[src/rtl/mul_sched_pkg.sv]
// Shared defaults and width helpers for the round-robin multiplier scheduler.
package mul_sched_pkg;

   localparam int N_DEFAULT    = 5;
   localparam int NREQ_DEFAULT = 4;

   // A single requester still needs a 1-bit id so the port never collapses to zero width.
   function automatic int id_width(input int nreq);
      return (nreq > 1) ? $clog2(nreq) : 1;
   endfunction

   function automatic int prod_width(input int n);
      return 2 * n;
   endfunction

endpackage

[src/rtl/bw_mult_core.sv]
// Purely combinational signed N x N Baugh-Wooley array multiplier with an exact 2N-bit product.
module bw_mult_core
   import mul_sched_pkg::*;
#(
   parameter  int N  = N_DEFAULT,
   localparam int PW = prod_width(N)
) (
   input  logic [N-1:0]  a,
   input  logic [N-1:0]  b,
   output logic [PW-1:0] p
);

   logic [PW-1:0] acc;
   logic          pp;

   // Partial products mixing exactly one sign bit are inverted; the constant
   // 2^N + 2^(2N-1) restores the two's-complement weight of those rows.
   // NOTE: combinational logic uses blocking '=' and assigns every output first, so no latch is inferred.
   always_comb begin
      acc = '0;
      pp  = 1'b0;
      for (int i = 0; i < N; i++) begin
         for (int j = 0; j < N; j++) begin
            if ((i == N-1) ^ (j == N-1)) pp = ~(a[j] & b[i]);
            else                         pp = a[j] & b[i];
            acc = acc + (PW'(pp) << (i + j));
         end
      end
      acc = acc + (PW'(1) << N) + (PW'(1) << (PW - 1));
      p   = acc;
   end

endmodule

[src/rtl/mul_rr_scheduler.sv]
// Round-robin arbiter feeding one shared signed multiplier through an operand stage and a product stage.
module mul_rr_scheduler
   import mul_sched_pkg::*;
#(
   parameter  int N    = N_DEFAULT,
   parameter  int NREQ = NREQ_DEFAULT,
   localparam int IDW  = id_width(NREQ),
   localparam int PW   = prod_width(N)
) (
   input  logic              clk,
   input  logic              rst_n,
   input  logic [NREQ-1:0]   req_valid,
   output logic [NREQ-1:0]   req_ready,
   input  logic [NREQ*N-1:0] req_a,
   input  logic [NREQ*N-1:0] req_b,
   output logic              res_valid,
   input  logic              res_ready,
   output logic [IDW-1:0]    res_id,
   output logic [PW-1:0]     res_p
);

   logic [IDW-1:0] rr_ptr;
   logic [IDW-1:0] grant_id;
   logic           grant_any;
   logic           xfer;
   logic           s1_valid;
   logic [N-1:0]   s1_a;
   logic [N-1:0]   s1_b;
   logic [IDW-1:0] s1_id;
   logic           s1_free;
   logic           s2_free;
   logic [PW-1:0]  prod;

   assign s2_free = !res_valid || res_ready;
   assign s1_free = !s1_valid || s2_free;

   always_comb begin
      grant_any = 1'b0;
      grant_id  = '0;
      for (int k = 0; k < NREQ; k++) begin
         int idx;
         idx = int'(rr_ptr) + k;
         if (idx >= NREQ) idx = idx - NREQ;
         if (!grant_any && req_valid[idx]) begin
            grant_any = 1'b1;
            grant_id  = IDW'(idx);
         end
      end
   end

   // Ready is forced low during reset even though the empty pipeline would otherwise accept.
   always_comb begin
      req_ready = '0;
      if (grant_any && s1_free && rst_n) req_ready[grant_id] = 1'b1;
   end

   assign xfer = grant_any && s1_free;

   // NOTE: sequential state uses non-blocking '<=' so every register samples pre-edge values.
   always_ff @(posedge clk or negedge rst_n) begin
      if (!rst_n) begin
         rr_ptr   <= '0;
         s1_valid <= 1'b0;
      end else begin
         if (xfer) begin
            s1_valid <= 1'b1;
            rr_ptr   <= (int'(grant_id) == NREQ-1) ? '0 : grant_id + IDW'(1);
         end else if (s2_free) begin
            s1_valid <= 1'b0;
         end
      end
   end

   // NOTE: operand payload is qualified by s1_valid, so it needs no reset and stays a plain flop.
   always_ff @(posedge clk) begin
      if (xfer) begin
         s1_a  <= req_a[int'(grant_id)*N +: N];
         s1_b  <= req_b[int'(grant_id)*N +: N];
         s1_id <= grant_id;
      end
   end

   bw_mult_core #(.N(N)) u_mult (
      .a (s1_a),
      .b (s1_b),
      .p (prod)
   );

   always_ff @(posedge clk or negedge rst_n) begin
      if (!rst_n) begin
         res_valid <= 1'b0;
         res_p     <= '0;
         res_id    <= '0;
      end else if (s1_valid && s2_free) begin
         res_valid <= 1'b1;
         res_p     <= prod;
         res_id    <= s1_id;
      end else if (res_ready) begin
         res_valid <= 1'b0;
      end
   end

endmodule
[config.mk]
export PLATFORM = sky130hd
export DESIGN_NAME = mul_rr_scheduler
export DESIGN_NICKNAME = d
export VERILOG_FILES = /design/src/rtl/mul_sched_pkg.sv /design/src/rtl/bw_mult_core.sv /design/src/rtl/mul_rr_scheduler.sv
export SDC_FILE = /design/constraint.sdc
export NUM_CORES = 1
export LEC_CHECK = 0
export CELL_PAD_IN_SITES_DETAIL_PLACEMENT = 1
export CELL_PAD_IN_SITES_GLOBAL_PLACEMENT = 2
export CORE_MARGIN = 5
export CORE_UTILIZATION = 32
export CTS_CLUSTER_DIAMETER = 50
export DETAILED_ROUTE_END_ITERATION = 10
export HOLD_SLACK_MARGIN = 0.1
export PLACE_DENSITY = 0.9
export SLEW_MARGIN = 5
export SYNTH_ARGS = -nofsm -noshare
export SYNTH_HDL_FRONTEND = slang
export SYNTH_SLANG_ARGS = --single-unit
[constraint.sdc]
create_clock -name clk -period 6.1 [get_ports clk]
set_input_delay 1.22 -clock clk [delete_from_list [all_inputs] [get_ports clk]]
set_output_delay 1.22 -clock clk [all_outputs]
set_load 0.05 [all_outputs]
* After elaboration in Yosys (flattened, before gate mapping)
Index checks and enable logic that the tools add are counted.
** Operators by class
- Multipliers :: 1
- Add/subtract/negate cells :: 34
- Bitwise gates (word level) :: 33
- Eq/ne operators :: 1
- $lt $le $gt $ge :: 10
- Muxes and demuxes :: 32
- Reduce and logical (&&, ||, !) cells :: 16
- Shift operators :: 2
** Operator list (count)
- 32-bit by 4-bit < comparator with 1-bit output, second input constant :: 4
- 32-bit 2-to-1 mux :: 4
- 10-bit by 5-bit adder with 10-bit output :: 5
- 10-bit by 4-bit adder with 10-bit output :: 4
- 10-bit by 6-bit adder with 10-bit output :: 4
- 20-bit by 32-bit indexed part select with 5-bit output :: 1
- 10-bit by 3-bit adder with 10-bit output :: 3
- 10-bit by 7-bit adder with 10-bit output :: 3
- 1-bit bitwise AND :: 25
- 10-bit by 8-bit adder with 10-bit output :: 2
- 20-bit by 6-bit indexed part select with 5-bit output :: 1
- 1-bit 2-to-1 mux :: 17
- 3-bit by 3-bit subtractor with 4-bit output, second input constant :: 3
- 10-bit adder, second input constant :: 1
- 10-bit by 2-bit adder with 10-bit output :: 1
- 10-bit by 6-bit adder with 10-bit output, second input constant :: 1
- 10-bit by 9-bit adder with 10-bit output :: 1
- 2-bit 2-to-1 mux :: 5
- 3-bit >= comparator, second input constant :: 3
- 1-bit binary-select mux with 2-bit select :: 4
- 1-bit NOT :: 8
- 1-bit logical AND :: 7
- 2-bit by 2-bit adder with 3-bit output, second input constant :: 2
- 1-bit logical NOT :: 5
- 13 further kinds :: 15
** Word-level totals
- Register bits :: 28
- Logic and storage cells :: 137
- Bits of input ports :: 47

* Depth between registers and ports, before layout
- Depth after elaboration :: 27
- Mapped depth :: 13
- Gate-level depth less buffers :: 13

* Modules after synthesis
Synthesis repeated with hierarchy kept, for this count alone.
** Unflattened totals
- Cells, all modules :: 188
- Area total of the unflattened synthesis :: 2143.3 µm²
** By module, submodules not included
- mul_rr_scheduler :: cells each 108, area an instance 1461.4 µm², instances 1
- bw_mult_core :: cells each 80, area an instance 681.9 µm², instances 1

* Worst setup path before layout
No wires, ideal clock.
- Path kind :: input -> output
- Start point :: input res_ready
- End point :: output req_ready[0]
- Buffers on the path :: 0
- Required time :: 4.880 ns
- Cell stages on the path :: 3
- Path slack :: 2.136 ns
- Arrival :: 2.744 ns
- Cell sequence :: nor2b_1 a21oi_1 and3_1
** Between the ends
- Longest elaborated chain between the ends :: 5
** Ends and longest elaborated chain
- from (decl) :: RTL line mul_rr_scheduler.sv:17 : input logic res_ready,
- 1-bit logical OR :: RTL line mul_rr_scheduler.sv:34 : assign s2_free = !res_valid || res_ready;
- 1-bit logical OR :: RTL line mul_rr_scheduler.sv:35 : assign s1_free = !s1_valid || s2_free;
- 1-bit logical AND
- net xfer :: RTL line mul_rr_scheduler.sv:25 : logic xfer;
- 1-bit logical AND :: RTL line mul_rr_scheduler.sv:54 : if (grant_any && s1_free && rst_n) req_ready[grant_id] = 1'b1;
- 4-bit 2-to-1 mux :: RTL line mul_rr_scheduler.sv:54
- to (decl) :: RTL line mul_rr_scheduler.sv:13 : output logic [NREQ-1:0] req_ready,
The timed path passes the listed nets, and every way through them passes these cells.

* Worst setup path in the final report
- Start point :: input req_valid[0]
- End point :: output req_ready[1]
** Between the ends
- Longest elaborated chain between the ends :: 18
- Elaborated cells on any way between the ends :: 34
- Classes of those cells :: order compare (2); mux (23); reduce/logical (9)
** Ends and longest elaborated chain
- from (decl) :: RTL line mul_rr_scheduler.sv:12 : input logic [NREQ-1:0] req_valid,
- 1-bit binary-select mux with 2-bit select :: RTL line mul_rr_scheduler.sv:44 : if (!grant_any && req_valid[idx]) begin
- 1-bit 2-to-1 mux (implied by the code) (2 in series) :: RTL line mul_rr_scheduler.sv:44
- 1-bit 2-to-1 mux :: RTL line mul_rr_scheduler.sv:44
- 1-bit logical NOT :: RTL line mul_rr_scheduler.sv:44
- 1-bit logical AND :: RTL line mul_rr_scheduler.sv:44
- 1-bit 2-to-1 mux :: RTL line mul_rr_scheduler.sv:44
- 1-bit logical NOT :: RTL line mul_rr_scheduler.sv:44
- 1-bit logical AND :: RTL line mul_rr_scheduler.sv:44
- 1-bit 2-to-1 mux :: RTL line mul_rr_scheduler.sv:44
- 1-bit logical NOT :: RTL line mul_rr_scheduler.sv:44
- 1-bit logical AND :: RTL line mul_rr_scheduler.sv:44
- 2-bit 2-to-1 mux :: RTL line mul_rr_scheduler.sv:44
- 2-bit by 3-bit < comparator with 1-bit output (implied by the code) / 2-bit by 1-bit >= comparator with 1-bit output (equally long branches) :: RTL line mul_rr_scheduler.sv:54
- 1-bit logical AND (implied by the code) :: RTL line mul_rr_scheduler.sv:54
- 1-bit 2-to-1 mux (implied by the code) :: RTL line mul_rr_scheduler.sv:54
- 1-bit demux with 2-bit select :: RTL line mul_rr_scheduler.sv:54
- 4-bit 2-to-1 mux * :: RTL line mul_rr_scheduler.sv:54
Mark *: on every way between the ends. The rest lies on a longest branch, timed or not. The select of a mux whose other input is x is not followed.

==> run_results.csv <==
group,metric,value,unit
clock_tree,htree_levels,1,
logic_synthesis,synth_fp_nets,272,
pwr,peakVddDrop,0.270,mV
logic_synthesis,yosysSeqAreaShare,0.359,
pwr,p_per_area,481,nW/um^2
timing,fin_tns_setup,0,ns
clock_tree,cts_resized,0,
global_route,track_usage,0.111,
logic_synthesis,yosysWarnings,0,
job,drv_cap,0,
logic_synthesis,synthArstFlopShare,0.571,
pwr,switchingPower,633,uW
floorplanning,io_pins,64,
finish,diodes,0,
floorplanning,rows,29,
global_route,grt_pass1_wl,7770,microns
setup_path,worstSetupPathType,"input pin to output port",
pwr,swShare,0.455,
setup_path,crit_required,4.88,ns
clock_tree,tritoncts,"built",
setup_path,crit_fanout,24,
timing,slew_headroom,0.625,
clock_tree,cts_root_buffer,"clkbuf_8",
logic_synthesis,ys.flop_type,"dfrtp_1",
setup_path,cp_cell_sequence,"clkdlybuf4s50_1 > a21oi_1 > o21ai_1 > o2bb2a_1 > buf_4 > inv_1 > ha_1 > and3_1 > clkdlybuf4s50_1",
floorplanning,initial_utilization,0.332,
setup_path,crit_arrival,3.70,ns
setup_path,cpPeakStageDelay,0.71,ns
clock_tree,postCtsSetupRepairBufs,0,
global_route,grt_pass1_vias,1722,
pwr,power_frac_seq,0.232,
timing,fin_crit_sh,0.807,
routing,num_vias,1608,
clock_tree,hold_buffers,0,
setup_path,endpoint_kind,"output port",
floorplanning,core,6390,sq um
clock_tree,clkSinkCount,28,
logic_synthesis,synth_cell_types,25,
worst_hold_path,min_path_cells,2,
logic_synthesis,synth_top_area_share,0.189,
worst_hold_path,min_path_type,"register to register",
setup_path,cp_slowest_cell,"clkdlybuf4s50_1",
routing,dr.pass1.iters,4,
logic_synthesis,yosys-top-cells-area,"dfrtp_1 19%, edfxtp_1 17%, mux2i_1 15%, ha_1 11%, fa_1 10%",
logic_synthesis,syn_area,2120,sq um
timing,hold_violations,0,
timing,period_needed,4.92,ns
timing,rsz0062_at_grt,"false",
pwr,p_leak,1.30,nW
logic_synthesis,syn_area_per_cell,10.8,sq um
setup_path,startpoint_type,"input pin",
run_status,status,"finished, final reports clean",
place,portBuffers,63,
logic_synthesis,netlist_instances,196,
place,dp_hpwl,3860,microns
pwr,p_int,760,uW
logic_synthesis,synth_edf_count,12,
floorplanning,fp.dieH,91.4,microns
logic_synthesis,synth-seq-cells,28,
routing,drc_errors,0,
finish,syn2layout_area_growth,36.5,%
finish,final_nets,339,
timing,worst_clock_skew,0.00415,ns
clock_tree,clk_latency,0.28,ns
setup_path,cp_top_family,"buffers and inverters",
global_route,grt_overflow,0,
pwr,clkPwrFrac,0.095,
timing,tightest_slew,0.561,ns
timing,setup_viol,0,
pwr,combPwrFrac,0.672,
clock_tree,clk_pin_slew,0.09,ns
timing,drv_slew,0,
setup_path,critPathMostFrequentCell,"clkdlybuf4s50_1",
clock_tree,cts.path.max_buffers,2,
finish,drive_above_1_share,0.0573,
timing,max_freq,0.203,GHz
setup_path,worst_r2r_path_depth,13,
place,gp_congestion,0.821,
routing,routed_via_density,4.74,
routing,drt_wl_total,4560,microns
setup_path,crit_buf_inv,4,
global_route,grt_max_degree,25,
logic_synthesis,yosysTopAreaCell,"dfrtp_1",
global_route,antenna_found_initial,0,
routing,routedWlPerCell,13.4,microns
floorplanning,dieArea,8360,sq um
clock_tree,numCtsBuffers,3,
setup_path,worst-path-stages,9,
floorplanning,dieWidth,91.4,microns
pwr,p_total,1.39,mW
routing,ant_nets,0,
routing,drtIter0Drc,47,
## placed cells by master (no fill, tap or decap), types with 6 or more instances in the layout
cell type,n
clkdlybuf4s50_1,63
mux2i_1,31
inv_1,24
nand2_1,21
ha_1,18
dfrtp_1,16
and2_1,13
edfxtp_1,12
fa_1,11
o21ai_0,9
a21oi_1,8
mux2_2,6
## Yosys cell counts (all sizes together) (3+ instances only)
| library cell | number |
|---|---|
| a21oi | 8 |
| edfxtp | 12 |
| nor2 | 3 |
| xor2 | 3 |
| o21ai | 10 |
| mux2 | 6 |
| nand2b | 4 |
| and2 | 13 |
| buf | 4 |
| dfrtp | 16 |
| fa | 11 |
| and3 | 4 |
| nand2 | 21 |
| mux2i | 31 |
| ha | 18 |
| inv | 24 |
## layout make-up
| cell class | count | area [sq um] |
|---|---|---|
| Clock buffer | 4 | 66.3 |
| Fill cell | 727 | 3490 |
| Sequential cell | 28 | 761 |
| Tap cell | 77 | 96.3 |
| Timing Repair Buffer | 67 | 661 |
| Multi-Input combinational cell | 139 | 1220 |
| Inverter | 24 | 90.1 |
## sequential cells by signal, indices dropped and copies added (netlist names)
register and count:
res_p 10, s1_a 5, s1_b 5, res_id 2
rr_ptr 2, s1_id 2, res_valid 1, s1_valid 1
## worst reg2reg max path: cells and delay by family (launching register included)
kind	cells	cell delay (ns)
XOR/XNOR	1	0.14
AND/OR/NAND/NOR	1	0.21
flip-flops	1	0.48
AO/OA/AOI/OAI	3	0.44
adder cells (fa/ha/maj)	5	2.08
buffers and inverters	3	0.19
## routing by layer
metal | wire length, microns | share of wire | track usage
met1 | 1940 | 0.43 | 0.135
met4 | 54 | 0.012 | 0.0293
met5 | 0 | 0 | 0
met3 | 361 | 0.079 | 0.0339
met2 | 2200 | 0.48 | 0.189
## power groups by stage
stage / sequential, mW / clock [mW] / combinational, mW
6_report: 0.324 / 0.133 / 0.936
2_1_floorplan: 0.439 / 0 / 0.588
5_1_grt: 0.335 / 0.142 / 1.06
3_5_place_dp: 0.329 / 0 / 0.962
3_3_place_gp: 0.326 / 0 / 0.926
4_1_cts: 0.326 / 0.137 / 0.966
## cell families after synthesis
group	Yosys count	share of synthesized area
mux	37	0.178
xor+xnor	4	0.0165
flops	28	0.359
compound gates	22	0.0608
simple gates	47	0.110
buf+inv	29	0.0655
fa+ha+maj	29	0.210
## path summary, 6_finish.rpt
path,to,start,slack (ns)
setup / recovery,req_ready[1],req_valid[0],1.18
hold / removal,res_p[6],res_p[6],0.49
setup reg to reg,res_p[8],s1_a[2],2.47
hold reg to reg,res_p[6],res_p[6],0.49
max in group asynchronous,res_p[1],rst_n,4.64
min in group asynchronous,res_p[7],rst_n,1.26
## through the flow
| stage | hold WS, ns | setup slack (ns) | cell area (sq um) | std cells | utilization |
|---|---|---|---|---|---|
| 6_report | 0.488 | 1.18 | 2900 | 339 | 0.453 |
| 5_1_grt | 0.520 | 1.06 | 2900 | 339 | 0.453 |
| 4_1_cts | 0.495 | 1.15 | 2900 | 339 | 0.453 |
| 3_5_place_dp | 0.472 | 1.17 | 2830 | 335 | 0.443 |
| 3_3_place_gp | 0.458 | 1.20 | 2830 | 335 | 0.443 |
| 2_1_floorplan | 0.455 | 2.14 | 2120 | 196 | - |
Power figures use the tool's default switching activity.
